<file path="src/rtl/ps2_rx_sequencer.sv">
// ps2_rx_sequencer
// Receive side of a PS/2 keyboard port, running entirely in the system clock
// domain. The raw PS/2 clock and data pins are synchronised, and falling edges
// of the PS/2 clock drive an 11-bit frame sequencer (start, 8 data LSB first,
// odd parity, stop). E0/F0 prefix bytes are folded into per-key flags. Decoded
// keys are queued in a small first-word-fall-through FIFO with a valid/ready
// consumer interface.

module ps2_rx_sequencer #(
    parameter int SYNC_STAGES    = 2,     // synchroniser depth, at least 2
    parameter int TIMEOUT_CYCLES = 5000,  // max clocks between PS/2 falling edges in a frame
    parameter int FIFO_DEPTH     = 4      // decoded-key entries, power of 2, at least 2
) (
    input  logic                          clock,
    input  logic                          reset_n,
    input  logic                          ps2_clk,
    input  logic                          ps2_data,
    output logic [7:0]                    code,
    output logic                          is_break,
    output logic                          is_ext,
    output logic                          valid,
    input  logic                          ready,
    output logic                          frame_err,
    output logic                          overflow,
    output logic [$clog2(FIFO_DEPTH):0]   fifo_count
);

    // ------------------------------------------------------------------
    // Local sizing
    // ------------------------------------------------------------------
    localparam int TO_W  = $clog2(TIMEOUT_CYCLES + 1);
    localparam int PTR_W = (FIFO_DEPTH > 1) ? $clog2(FIFO_DEPTH) : 1;
    localparam int CNT_W = $clog2(FIFO_DEPTH) + 1;

    // FIFO entry layout: {ext, brk, scancode}
    localparam int ENTRY_W = 10;

    localparam logic [7:0] BYTE_EXT = 8'hE0;
    localparam logic [7:0] BYTE_BRK = 8'hF0;

    // Frame sequencer states
    localparam logic [1:0] ST_IDLE   = 2'd0;
    localparam logic [1:0] ST_DATA   = 2'd1;
    localparam logic [1:0] ST_PARITY = 2'd2;
    localparam logic [1:0] ST_STOP   = 2'd3;

    // ------------------------------------------------------------------
    // Pin synchronisers and PS/2 clock edge detection
    // ------------------------------------------------------------------
    logic [SYNC_STAGES-1:0] clk_sync_q;
    logic [SYNC_STAGES-1:0] data_sync_q;
    logic                   prev_clk_q;

    logic sync_clk;
    logic sync_data;
    logic fall;

    assign sync_clk  = clk_sync_q[SYNC_STAGES-1];
    assign sync_data = data_sync_q[SYNC_STAGES-1];
    // A falling PS/2 clock edge is the only moment the data pin is sampled.
    assign fall      = prev_clk_q & ~sync_clk;

    // Shift both pins through the synchroniser chains; reset to the idle-high
    // level so that leaving reset never looks like a falling edge.
    always_ff @(posedge clock or negedge reset_n) begin
        if (!reset_n) begin
            clk_sync_q  <= '1;
            data_sync_q <= '1;
            prev_clk_q  <= 1'b1;
        end else begin
            clk_sync_q  <= {clk_sync_q[SYNC_STAGES-2:0], ps2_clk};
            data_sync_q <= {data_sync_q[SYNC_STAGES-2:0], ps2_data};
            prev_clk_q  <= sync_clk;
        end
    end

    // ------------------------------------------------------------------
    // Frame sequencer state
    // ------------------------------------------------------------------
    logic [1:0]      state_q,   state_d;
    logic [2:0]      bit_idx_q, bit_idx_d;
    logic [7:0]      shift_q,   shift_d;
    logic            parity_q,  parity_d;
    logic [TO_W-1:0] timeout_q, timeout_d;
    logic            ext_q,     ext_d;
    logic            brk_q,     brk_d;
    logic            err_q,     err_d;

    logic                frame_good;
    logic                timed_out;
    logic                push_req;
    logic [ENTRY_W-1:0]  push_entry;

    // The stop bit is the live sampled data; parity is odd over data+parity.
    assign frame_good = sync_data & (^{shift_q, parity_q});

    // The frame is abandoned when the gap since the last falling edge reaches
    // the limit; a falling edge on that same cycle still counts as in time.
    assign timed_out  = (state_q != ST_IDLE) && !fall &&
                        (timeout_q == TO_W'(TIMEOUT_CYCLES - 1));

    // Next-state logic: frame sequencing, prefix folding and timeout handling.
    always_comb begin
        state_d    = state_q;
        bit_idx_d  = bit_idx_q;
        shift_d    = shift_q;
        parity_d   = parity_q;
        ext_d      = ext_q;
        brk_d      = brk_q;
        err_d      = 1'b0;
        push_req   = 1'b0;
        push_entry = {ext_q, brk_q, shift_q};

        // Inter-edge gap counter only runs while a frame is in flight.
        if (state_q == ST_IDLE || fall) begin
            timeout_d = '0;
        end else begin
            timeout_d = timeout_q + TO_W'(1);
        end

        case (state_q)
            ST_IDLE: begin
                // A high sample is just line noise or an idle edge; ignore it.
                if (fall && !sync_data) begin
                    state_d   = ST_DATA;
                    bit_idx_d = 3'd0;
                end
            end

            ST_DATA: begin
                if (fall) begin
                    shift_d[bit_idx_q] = sync_data;
                    bit_idx_d          = bit_idx_q + 3'd1;
                    if (bit_idx_q == 3'd7) begin
                        state_d = ST_PARITY;
                    end
                end
            end

            ST_PARITY: begin
                if (fall) begin
                    parity_d = sync_data;
                    state_d  = ST_STOP;
                end
            end

            ST_STOP: begin
                if (fall) begin
                    state_d = ST_IDLE;
                    if (frame_good) begin
                        if (shift_q == BYTE_EXT) begin
                            ext_d = 1'b1;
                        end else if (shift_q == BYTE_BRK) begin
                            brk_d = 1'b1;
                        end else begin
                            // Prefixes are consumed by this key whether or not
                            // the FIFO has room for it.
                            push_req = 1'b1;
                            ext_d    = 1'b0;
                            brk_d    = 1'b0;
                        end
                    end else begin
                        // A corrupted frame may have been the key a pending
                        // prefix belonged to, so the prefix is discarded too.
                        err_d = 1'b1;
                        ext_d = 1'b0;
                        brk_d = 1'b0;
                    end
                end
            end

            default: begin
                state_d = ST_IDLE;
            end
        endcase

        if (timed_out) begin
            err_d     = 1'b1;
            state_d   = ST_IDLE;
            ext_d     = 1'b0;
            brk_d     = 1'b0;
            timeout_d = '0;
        end
    end

    // Register the sequencer state and the one-cycle error pulse.
    always_ff @(posedge clock or negedge reset_n) begin
        if (!reset_n) begin
            state_q   <= ST_IDLE;
            bit_idx_q <= 3'd0;
            shift_q   <= 8'h00;
            parity_q  <= 1'b0;
            timeout_q <= '0;
            ext_q     <= 1'b0;
            brk_q     <= 1'b0;
            err_q     <= 1'b0;
        end else begin
            state_q   <= state_d;
            bit_idx_q <= bit_idx_d;
            shift_q   <= shift_d;
            parity_q  <= parity_d;
            timeout_q <= timeout_d;
            ext_q     <= ext_d;
            brk_q     <= brk_d;
            err_q     <= err_d;
        end
    end

    assign frame_err = err_q;

    // ------------------------------------------------------------------
    // Decoded-key FIFO (first-word-fall-through)
    // ------------------------------------------------------------------
    logic [ENTRY_W-1:0] fifo_mem [FIFO_DEPTH];
    logic [PTR_W-1:0]   wr_ptr_q, wr_ptr_d;
    logic [PTR_W-1:0]   rd_ptr_q, rd_ptr_d;
    logic [CNT_W-1:0]   count_q,  count_d;
    logic               ovf_q,    ovf_d;

    logic               fifo_full;
    logic               pop;
    logic               push_ok;
    logic [ENTRY_W-1:0] head_entry;

    assign fifo_full = (count_q == CNT_W'(FIFO_DEPTH));
    assign pop       = valid & ready;
    // When full, a simultaneous pop frees the slot the push needs.
    assign push_ok   = push_req & (~fifo_full | pop);

    // Pointer and occupancy bookkeeping; pointers wrap naturally at a power of 2.
    always_comb begin
        wr_ptr_d = wr_ptr_q;
        rd_ptr_d = rd_ptr_q;
        count_d  = count_q;
        ovf_d    = push_req & fifo_full & ~pop;

        if (push_ok) begin
            wr_ptr_d = wr_ptr_q + PTR_W'(1);
        end
        if (pop) begin
            rd_ptr_d = rd_ptr_q + PTR_W'(1);
        end

        case ({push_ok, pop})
            2'b10:   count_d = count_q + CNT_W'(1);
            2'b01:   count_d = count_q - CNT_W'(1);
            default: count_d = count_q;
        endcase
    end

    // Storage array: written only, never reset, so it maps onto plain memory.
    always_ff @(posedge clock) begin
        if (push_ok) begin
            fifo_mem[wr_ptr_q] <= push_entry;
        end
    end

    // Register FIFO pointers, occupancy and the overflow pulse.
    always_ff @(posedge clock or negedge reset_n) begin
        if (!reset_n) begin
            wr_ptr_q <= '0;
            rd_ptr_q <= '0;
            count_q  <= '0;
            ovf_q    <= 1'b0;
        end else begin
            wr_ptr_q <= wr_ptr_d;
            rd_ptr_q <= rd_ptr_d;
            count_q  <= count_d;
            ovf_q    <= ovf_d;
        end
    end

    // Head of queue, masked to zero when empty so stale or uninitialised
    // storage never reaches the consumer.
    assign head_entry = fifo_mem[rd_ptr_q];
    assign valid      = (count_q != '0);
    assign code       = valid ? head_entry[7:0] : 8'h00;
    assign is_break   = valid & head_entry[8];
    assign is_ext     = valid & head_entry[9];
    assign overflow   = ovf_q;
    assign fifo_count = count_q;

endmodule

</file>
<file path="config.mk">
export PLATFORM = sky130hd
export DESIGN_NAME = ps2_rx_sequencer
export DESIGN_NICKNAME = d
export VERILOG_FILES = /design/src/rtl/ps2_rx_sequencer.sv
export SDC_FILE = /design/constraint.sdc
export NUM_CORES = 1
export LEC_CHECK = 0
export ABC_AREA = 1
export CAP_MARGIN = 25
export CORE_ASPECT_RATIO = 0.5
export CORE_MARGIN = 8
export CORE_UTILIZATION = 45
export CTS_BUF_LIST = sky130_fd_sc_hd__clkbuf_2
export DETAILED_ROUTE_END_ITERATION = 10
export GPL_ROUTABILITY_DRIVEN = 0
export PLACE_DENSITY = 0.62
export SYNTH_ARGS = -nofsm -noshare
export SYNTH_HDL_FRONTEND = slang
export SYNTH_SLANG_ARGS = --single-unit
</file>
<file path="constraint.sdc">
create_clock -name clock -period 2.6 [get_ports clock]
set_input_delay 0.26 -clock clock [delete_from_list [all_inputs] [get_ports clock]]
set_output_delay 0.26 -clock clock [all_outputs]
set_load 0.03 [all_outputs]
</file>
==> reports/results.ini, run 1 <==
[critical_path]
crit_chain = buf_4 -> inv_1 -> buf_4 -> o21ai_0 -> a21oi_1 -> clkdlybuf4s15_1
cp-end-kind = output port
arrival_ps = 2180
cp-start-kind = flip-flop
crit_path_top_delay_cell = dfrtp_1
critical-path-top-delay-family = buffers and inverters
critPathBufInv = 4
crit_type = flip-flop to output port
required_ps = 2340
cp_common_cell = buf_4
critPathMaxStageDelay_ps = 440
critical_path_peak_fanout = 14

[pwr]
p_leak_uw = 0.00191
peakVddDrop_uv = 552
powerDensity_nw_per_um2 = 950

[timing]
max_slew_margin = 0.666
setup_tns_ps = 0
slew_violations = 0
rsz0062_at_grt = no
period_needed_ps = 2440
hold_viol = 0
fmax_mhz = 409
fin_skew_ps = 28.8
layout_worst_path_cycle_share = 0.939
worst_pin_slew_ps = 496
final-setup-viol-count = 0
fin_ws_ps = 158

[cts]
numCtsBuffers = 9
cts_tree = done
post-cts-setup-buffer-count = 0
ctsHtreeMaxLevel = 3
clk_path_buf_depth = 2
clk_transition_reported_paths_ps = 220
clkSinkCount = 83
clk-insertion-delay-late_ps = 540
cts_root_buffer = clkbuf_2

[floorplan]
dieArea_um2 = 12100
placementRows = 24
core_area_um2 = 8560
boundaryPins = 21
die_width_um = 148
initial_utilization = 0.456
die_h_um = 81.9

[grt]
grt_pass1_wl_mm = 12.8
grt_pass1_vias = 2721
antenna_found_initial = 0
track_usage = 0.137
grt_remaining_overflow = 0
grt_max_degree = 44

[detailed_routing]
wire_per_inst_um = 13.8
wl_met2_mm = 3.62
routed_wl_mm = 7.69
firstDrtPassIters = 4
met3_length_um = 343
drt-met1-wl_mm = 3.63
top_layer = met4
vias = 2749
drtIter0Drc = 105
drc_errors = 0
routed_via_density = 4.92
ant_nets = 0

[logic_synthesis]
yosysWarnings = 0
syn_nets = 417
synth_xor_area_frac = 0.0154
synth-edff-count = 40
syn_avg_cell_area_um2 = 9.76
synth_compound_gate_area_share = 0.0862
async_reset_ff_frac = 0.518
synth.most_common_cell = nor2_1
synth.area.top_cells = edfxtp_1 (31%), dfrtp_1 (24%), nor2_1 (6.0%)
synthFlopType = edfxtp_1
synth_top_family_by_area = simple AND/OR/NAND/NOR gates
synthAdderAreaFrac = 0.0404
synth_commonest_cells = nor2_1 (62), nand2_1 (54), inv_1 (46)
syn_area_um2 = 3900
muxShareOfSynthArea = 0
synthCells = 400
synth_top_area_cell = edfxtp_1
ys_ff_latch = 83
synth_simple_gate_area_frac = 0.215
synth_cell_types = 36
yosysTopAreaCellShare = 0.308
yosysSeqAreaShare = 0.585

[run]
maxCapViolCount = 0

[layout]
diodes = 0
nNetsFinal = 454
drive_above_1_share = 0.145
n_fill_cell = 764
syn_to_final_growth_pct = 13.6

[place]
io_buffers = 20
post-dp-hpwl_mm = 5.35
dp_slack_ps = 351

[run_status]
status = finished, final reports clean

[hold_path]
min_path_type = input port to flip-flop

placed cells by master, fill, tap and decap left out, types with 3 or more instances in the layout:
| master | instances |
|---|---|
| xor2_1 | 4 |
| o21ai_1 | 3 |
| edfxtp_1 | 40 |
| ha_1 | 11 |
| nor3_1 | 10 |
| clkbuf_2 | 10 |
| buf_4 | 11 |
| dfstp_2 | 5 |
| inv_2 | 6 |
| a21oi_1 | 17 |
| inv_6 | 3 |
| clkinv_1 | 3 |
| dlygate4sd2_1 | 8 |
| clkdlybuf4s50_1 | 9 |
| nand2_2 | 3 |
| dfrtp_1 | 38 |
| nor3b_1 | 4 |
| nand2_1 | 54 |
| nand2_4 | 3 |
| o21ai_0 | 37 |
| inv_1 | 46 |
| nor2_2 | 6 |
| nand3_2 | 4 |
| nor2_1 | 62 |
| nand3_1 | 19 |
worst paths after layout:
check / from / end / slack, ps / cells after the start
max in group asynchronous: reset_n / prev_clk_q / 1850 / 3
worst max register to register: shift_q[6] / fifo_count[2] / 310 / 18
min in group asynchronous: reset_n / fifo_count[1] / 160 / 2
worst min-delay path: ps2_data / data_sync_q[0] / 120 / 1
worst max-delay path: rd_ptr_q[0] / code[6] / 160 / 6
worst min register to register: data_sync_q[0] / data_sync_q[1] / 350 / 0
flip-flops by register name (all words and copies together), names as in the netlist:
register / cells
frame_err: 1
state_q: 2
clk_sync_q: 2
overflow: 1
parity_q: 1
rd_ptr_q: 2
fifo_count: 3
fifo_mem: 40
timeout_q: 13
ext_q: 1
wr_ptr_q: 2
bit_idx_q: 3
prev_clk_q: 1
shift_q: 8
data_sync_q: 2
brk_q: 1
logic make-up (layout without fill, tap and decap cells):
group | Yosys count | after routing
simple gates | 175 | 175
flops | 83 | 83
compound gates | 63 | 63
buf+inv | 61 | 103
fa+ha+maj | 12 | 12
xor+xnor | 6 | 6
stage by stage:
| step | cell area (µm²) | utilization | power (µW) | hold slack (ps) | std cells |
|---|---|---|---|---|---|
| 4_1_cts | 4420 | 0.517 | 4250 | 50.4 | 558 |
| 3_5_place_dp | 4300 | 0.503 | 3650 | 349 | 541 |
| 5_1_grt | 4440 | 0.519 | 4540 | 27.3 | 559 |
| 2_1_floorplan | 3910 | - | 2980 | -35.6 | 400 |
| 6_report | 4440 | 0.519 | 4210 | 118 | 559 |
| 3_3_place_gp | 4300 | 0.503 | 3590 | 348 | 541 |
layout make-up:
class / count / area (µm²) / area share
Tap cell: 117 / 146 / 0.0330
Timing Repair Buffer: 33 / 293 / 0.0660
Clock buffer: 9 / 45.0 / 0.0101
Clock inverter: 7 / 75.1 / 0.0169
Sequential cell: 83 / 2280 / 0.515
Multi-Input combinational cell: 256 / 1390 / 0.314
Inverter: 54 / 203 / 0.0457
metal layers:
metal | global-route usage | vias up
met5 | 0 | -
met1 | 0.164 | 1307
met4 | 0.0555 | 0
met3 | 0.0423 | 8
li1 | - | 1397
met2 | 0.232 | 37
report_power, final:
| part | switching [µW] | total (µW) | leakage, µW | internal (µW) |
|---|---|---|---|---|
| Combinational | 1180 | 1820 | 0.000883 | 641 |
| Sequential | 165 | 1710 | 0.000958 | 1540 |
| Clock | 458 | 686 | 0.0000670 | 229 |
| Total | 1800 | 4210 | 0.00191 | 2410 |
worst reg2reg max path: stages, from the launching register on:
cell	delay [ps]
dfrtp_1	530
nand2_2	150
inv_2	40
nor2_2	90
nand2_1	80
nand3_2	70
nand2_1	50
nand2_1	70
nand3_2	110
inv_2	110
nand2_4	60
nand2_4	80
inv_1	60
fa_1	410
inv_1	100
nand3_1	70
nand3_1	100
nand2_1	60
inv_1	40
timing repair:
action / in CTS / in global routing
endpoints found under the hold margin: 38 / 0
pin swaps: 0 / 0
hold buffers: 1 / 0
gates resized for setup: 10 / 3
setup endpoints to repair: 10 / 2
Power figures use the tool's default switching activity.
==> inputs of run 2 (changes only) <==
--- a/config.mk
+++ b/config.mk
@@ -13,7 +13,9 @@
 export CTS_BUF_LIST = sky130_fd_sc_hd__clkbuf_2
 export DETAILED_ROUTE_END_ITERATION = 10
 export GPL_ROUTABILITY_DRIVEN = 0
-export PLACE_DENSITY = 0.62
+export GPL_TIMING_DRIVEN = 0
+export PLACE_DENSITY_LB_ADDON = 0.12
+export SLEW_MARGIN = 20
 export SYNTH_ARGS = -nofsm -noshare
 export SYNTH_HDL_FRONTEND = slang
 export SYNTH_SLANG_ARGS = --single-unit
==> reports/results.ini, run 2 (synthesis results as in run 1) <==
[floorplan]
die_h_um = 81.9  ; unchanged
dieArea_um2 = 12100  ; unchanged
boundaryPins = 21  ; unchanged
placementRows = 24  ; unchanged
initial_utilization = 0.456  ; unchanged
core_area_um2 = 8560  ; unchanged
die_width_um = 148  ; unchanged

[detailed_routing]
routed_via_density = 4.94  ; was 4.92
ant_nets = 0  ; unchanged
firstDrtPassIters = 5  ; was 4
wire_per_inst_um = 13.9  ; was 13.8 µm
routed_wl_mm = 7.73  ; was 7.69 mm
vias = 2739  ; was 2749
drc_errors = 0  ; unchanged
drtIter0Drc = 134  ; was 105

[hold_path]
min_to = clk_sync_q[0]  ; was data_sync_q[0]
min_path_cells = 1  ; unchanged
min_from = ps2_clk  ; was ps2_data
min_path_type = input port to flip-flop  ; unchanged

[timing]
worst_pin_slew_ps = 579  ; was 496 ps
slew_violations = 0  ; unchanged
setup_tns_ps = -104  ; was 0 ps
max_slew_margin = 0.613  ; was 0.666
hold_viol = 0  ; unchanged
fin_ws_ps = -41.7  ; was 158 ps
period_needed_ps = 2640  ; was 2440 ps
rsz0062_at_grt = yes  ; was no
fin_skew_ps = 20.2  ; was 28.8 ps
final-setup-viol-count = 3  ; was 0
fmax_mhz = 379  ; was 409 MHz
layout_worst_path_cycle_share = 1.02  ; was 0.939

[critical_path]
crit_chain = nor2_1 -> nand2_1 -> inv_1 -> a21oi_1 -> clkdlybuf4s50_1  ; was buf_4 -> inv_1 -> buf_4 -> o21ai_0 -> a21oi_1 -> clkdlybuf4s15_1
crit_path_top_delay_cell = clkdlybuf4s50_1  ; was dfrtp_1
critical_path_peak_fanout = 11  ; was 14
arrival_ps = 2380  ; was 2180 ps
required_ps = 2340  ; about the same
r2r_cells = 18  ; unchanged
critPathMaxStageDelay_ps = 620  ; was 440 ps
cp-end-kind = output port  ; unchanged
cp-start-kind = flip-flop  ; unchanged
r2r-start = shift_q[3]  ; was shift_q[6]
r2r_end = fifo_count[2]  ; unchanged
crit_type = flip-flop to output port  ; unchanged
reg2reg_slack_ps = 230  ; was 310 ps

[pwr]
p_leak_uw = 0.00187  ; was 0.00191 µW
peakVddDrop_uv = 449  ; was 552 µV
total_power_uw = 4170  ; was 4210 µW
powerDensity_nw_per_um2 = 949  ; was 950 nW/µm²

[run_status]
failed_checks = setup timing
status = complete, but fails checks  ; was finished, final reports clean

[cts]
clk_path_buf_depth = 2  ; unchanged
numCtsBuffers = 9  ; unchanged
ctsHtreeMaxLevel = 3  ; unchanged
cts_tree = done  ; unchanged
post-cts-setup-buffer-count = 0  ; unchanged
cts_root_buffer = clkbuf_2  ; unchanged
clkSinkCount = 83  ; unchanged
clk_transition_reported_paths_ps = 230  ; was 220 ps
clk-insertion-delay-late_ps = 550  ; was 540 ps

[layout]
finalNonFillerCells = 554  ; was 559
mostFrequentLayoutCells = nor2_1 (58), nand2_1 (54), inv_1 (46)  ; was nor2_1 (62), nand2_1 (54), inv_1 (46)
diodes = 0  ; unchanged
drive_above_1_share = 0.146  ; was 0.145
largest_reg_flops = 40  ; unchanged
final_common_cell = nor2_1  ; unchanged
n_fill_cell = 795  ; was 764
reg_top3 = fifo_mem: 40 flops, timeout_q: 13 flops, shift_q: 8 flops  ; unchanged
final_core_util = 0.514  ; was 0.519
syn_to_final_growth_pct = 12.6  ; was 13.6%
nNetsFinal = 449  ; was 454
top_register = fifo_mem  ; unchanged

[place]
io_buffers = 20  ; unchanged
dp_slack_ps = -52.8  ; was 351 ps
post-dp-hpwl_mm = 5.54  ; was 5.35 mm
placedCellCount = 538  ; was 541

[grt]
grt_pass1_wl_mm = 13.2  ; was 12.8 mm
track_usage = 0.140  ; was 0.137
antenna_found_initial = 0  ; unchanged
grt_pass1_vias = 2736  ; was 2721
grt_remaining_overflow = 0  ; unchanged
grt_max_degree = 24  ; was 44

[run]
maxCapViolCount = 0  ; unchanged

run 2: changes by cell type in the layout (fill, tap and decap cells not counted), sizes merged:
cell,change
clkbuf,+4
clkdlybuf4s15,-1
clkinvlp,-1
dlygate4sd2,-1
bufinv,-1
buf,-10
clkdlybuf4s50,+3
clkinv,+2
run 2: how the worst max path moves through the flow:
stage,from,end,slack (ps)
after floorplan,prev_clk_q,fifo_mem[0][0],460
after global placement,shift_q[6],fifo_mem[3][6],30
after detailed placement,shift_q[6],fifo_mem[1][6],-50
after CTS,fifo_count[0],code[4],-130
after global routing,fifo_count[0],is_ext,-300
final,fifo_count[0],code[4],-40
run 2: final cells by class:
type | count | area, µm² | area share
flip-flops and latches | 83 | 2290 | 0.520
multi-input cells | 256 | 1400 | 0.319
repair buffers | 22 | 224 | 0.0509
inverters | 54 | 203 | 0.0461
well taps | 117 | 146 | 0.0333
clock inverters | 7 | 61.3 | 0.0139
clock buffers | 9 | 45.0 | 0.0102
plain buffers | 6 | 28.8 | 0.00655
run 2: per-layer routing:
layer,vias up,track usage,share of wire
met4,0,0.0363,0.0062
met5,-,0,0
met1,1306,0.170,0.48
met3,4,0.0500,0.042
li1,1386,-,-
met2,43,0.235,0.47
run 2: critical path, delay by kind of cell (launching register included):
family	cells	cell delay, ps
buf+inv	2	970
simple gates	2	260
flops	1	520
compound gates	1	90
run 2: stage by stage:
step	instance area, µm²	hold slack (ps)
CTS	4390	11.1
global route	4400	4.12
floorplan	3910	-35.6
global placement	4250	348
finish	4400	91.3
detailed placement	4270	262
run 2: power breakdown:
group / switching [µW] / internal, µW / total, µW
sequential: 172 / 1540 / 1710
clock: 480 / 145 / 626
combinational: 1190 / 639 / 1830
total: 1850 / 2330 / 4170
run 2: repair_timing:
item                                    4_1_cts  5_1_grt
endpoints found under the setup margin       46       11
hold endpoints to repair                     41        0
hold buffers                                  1        0
gates resized for setup                      16        2
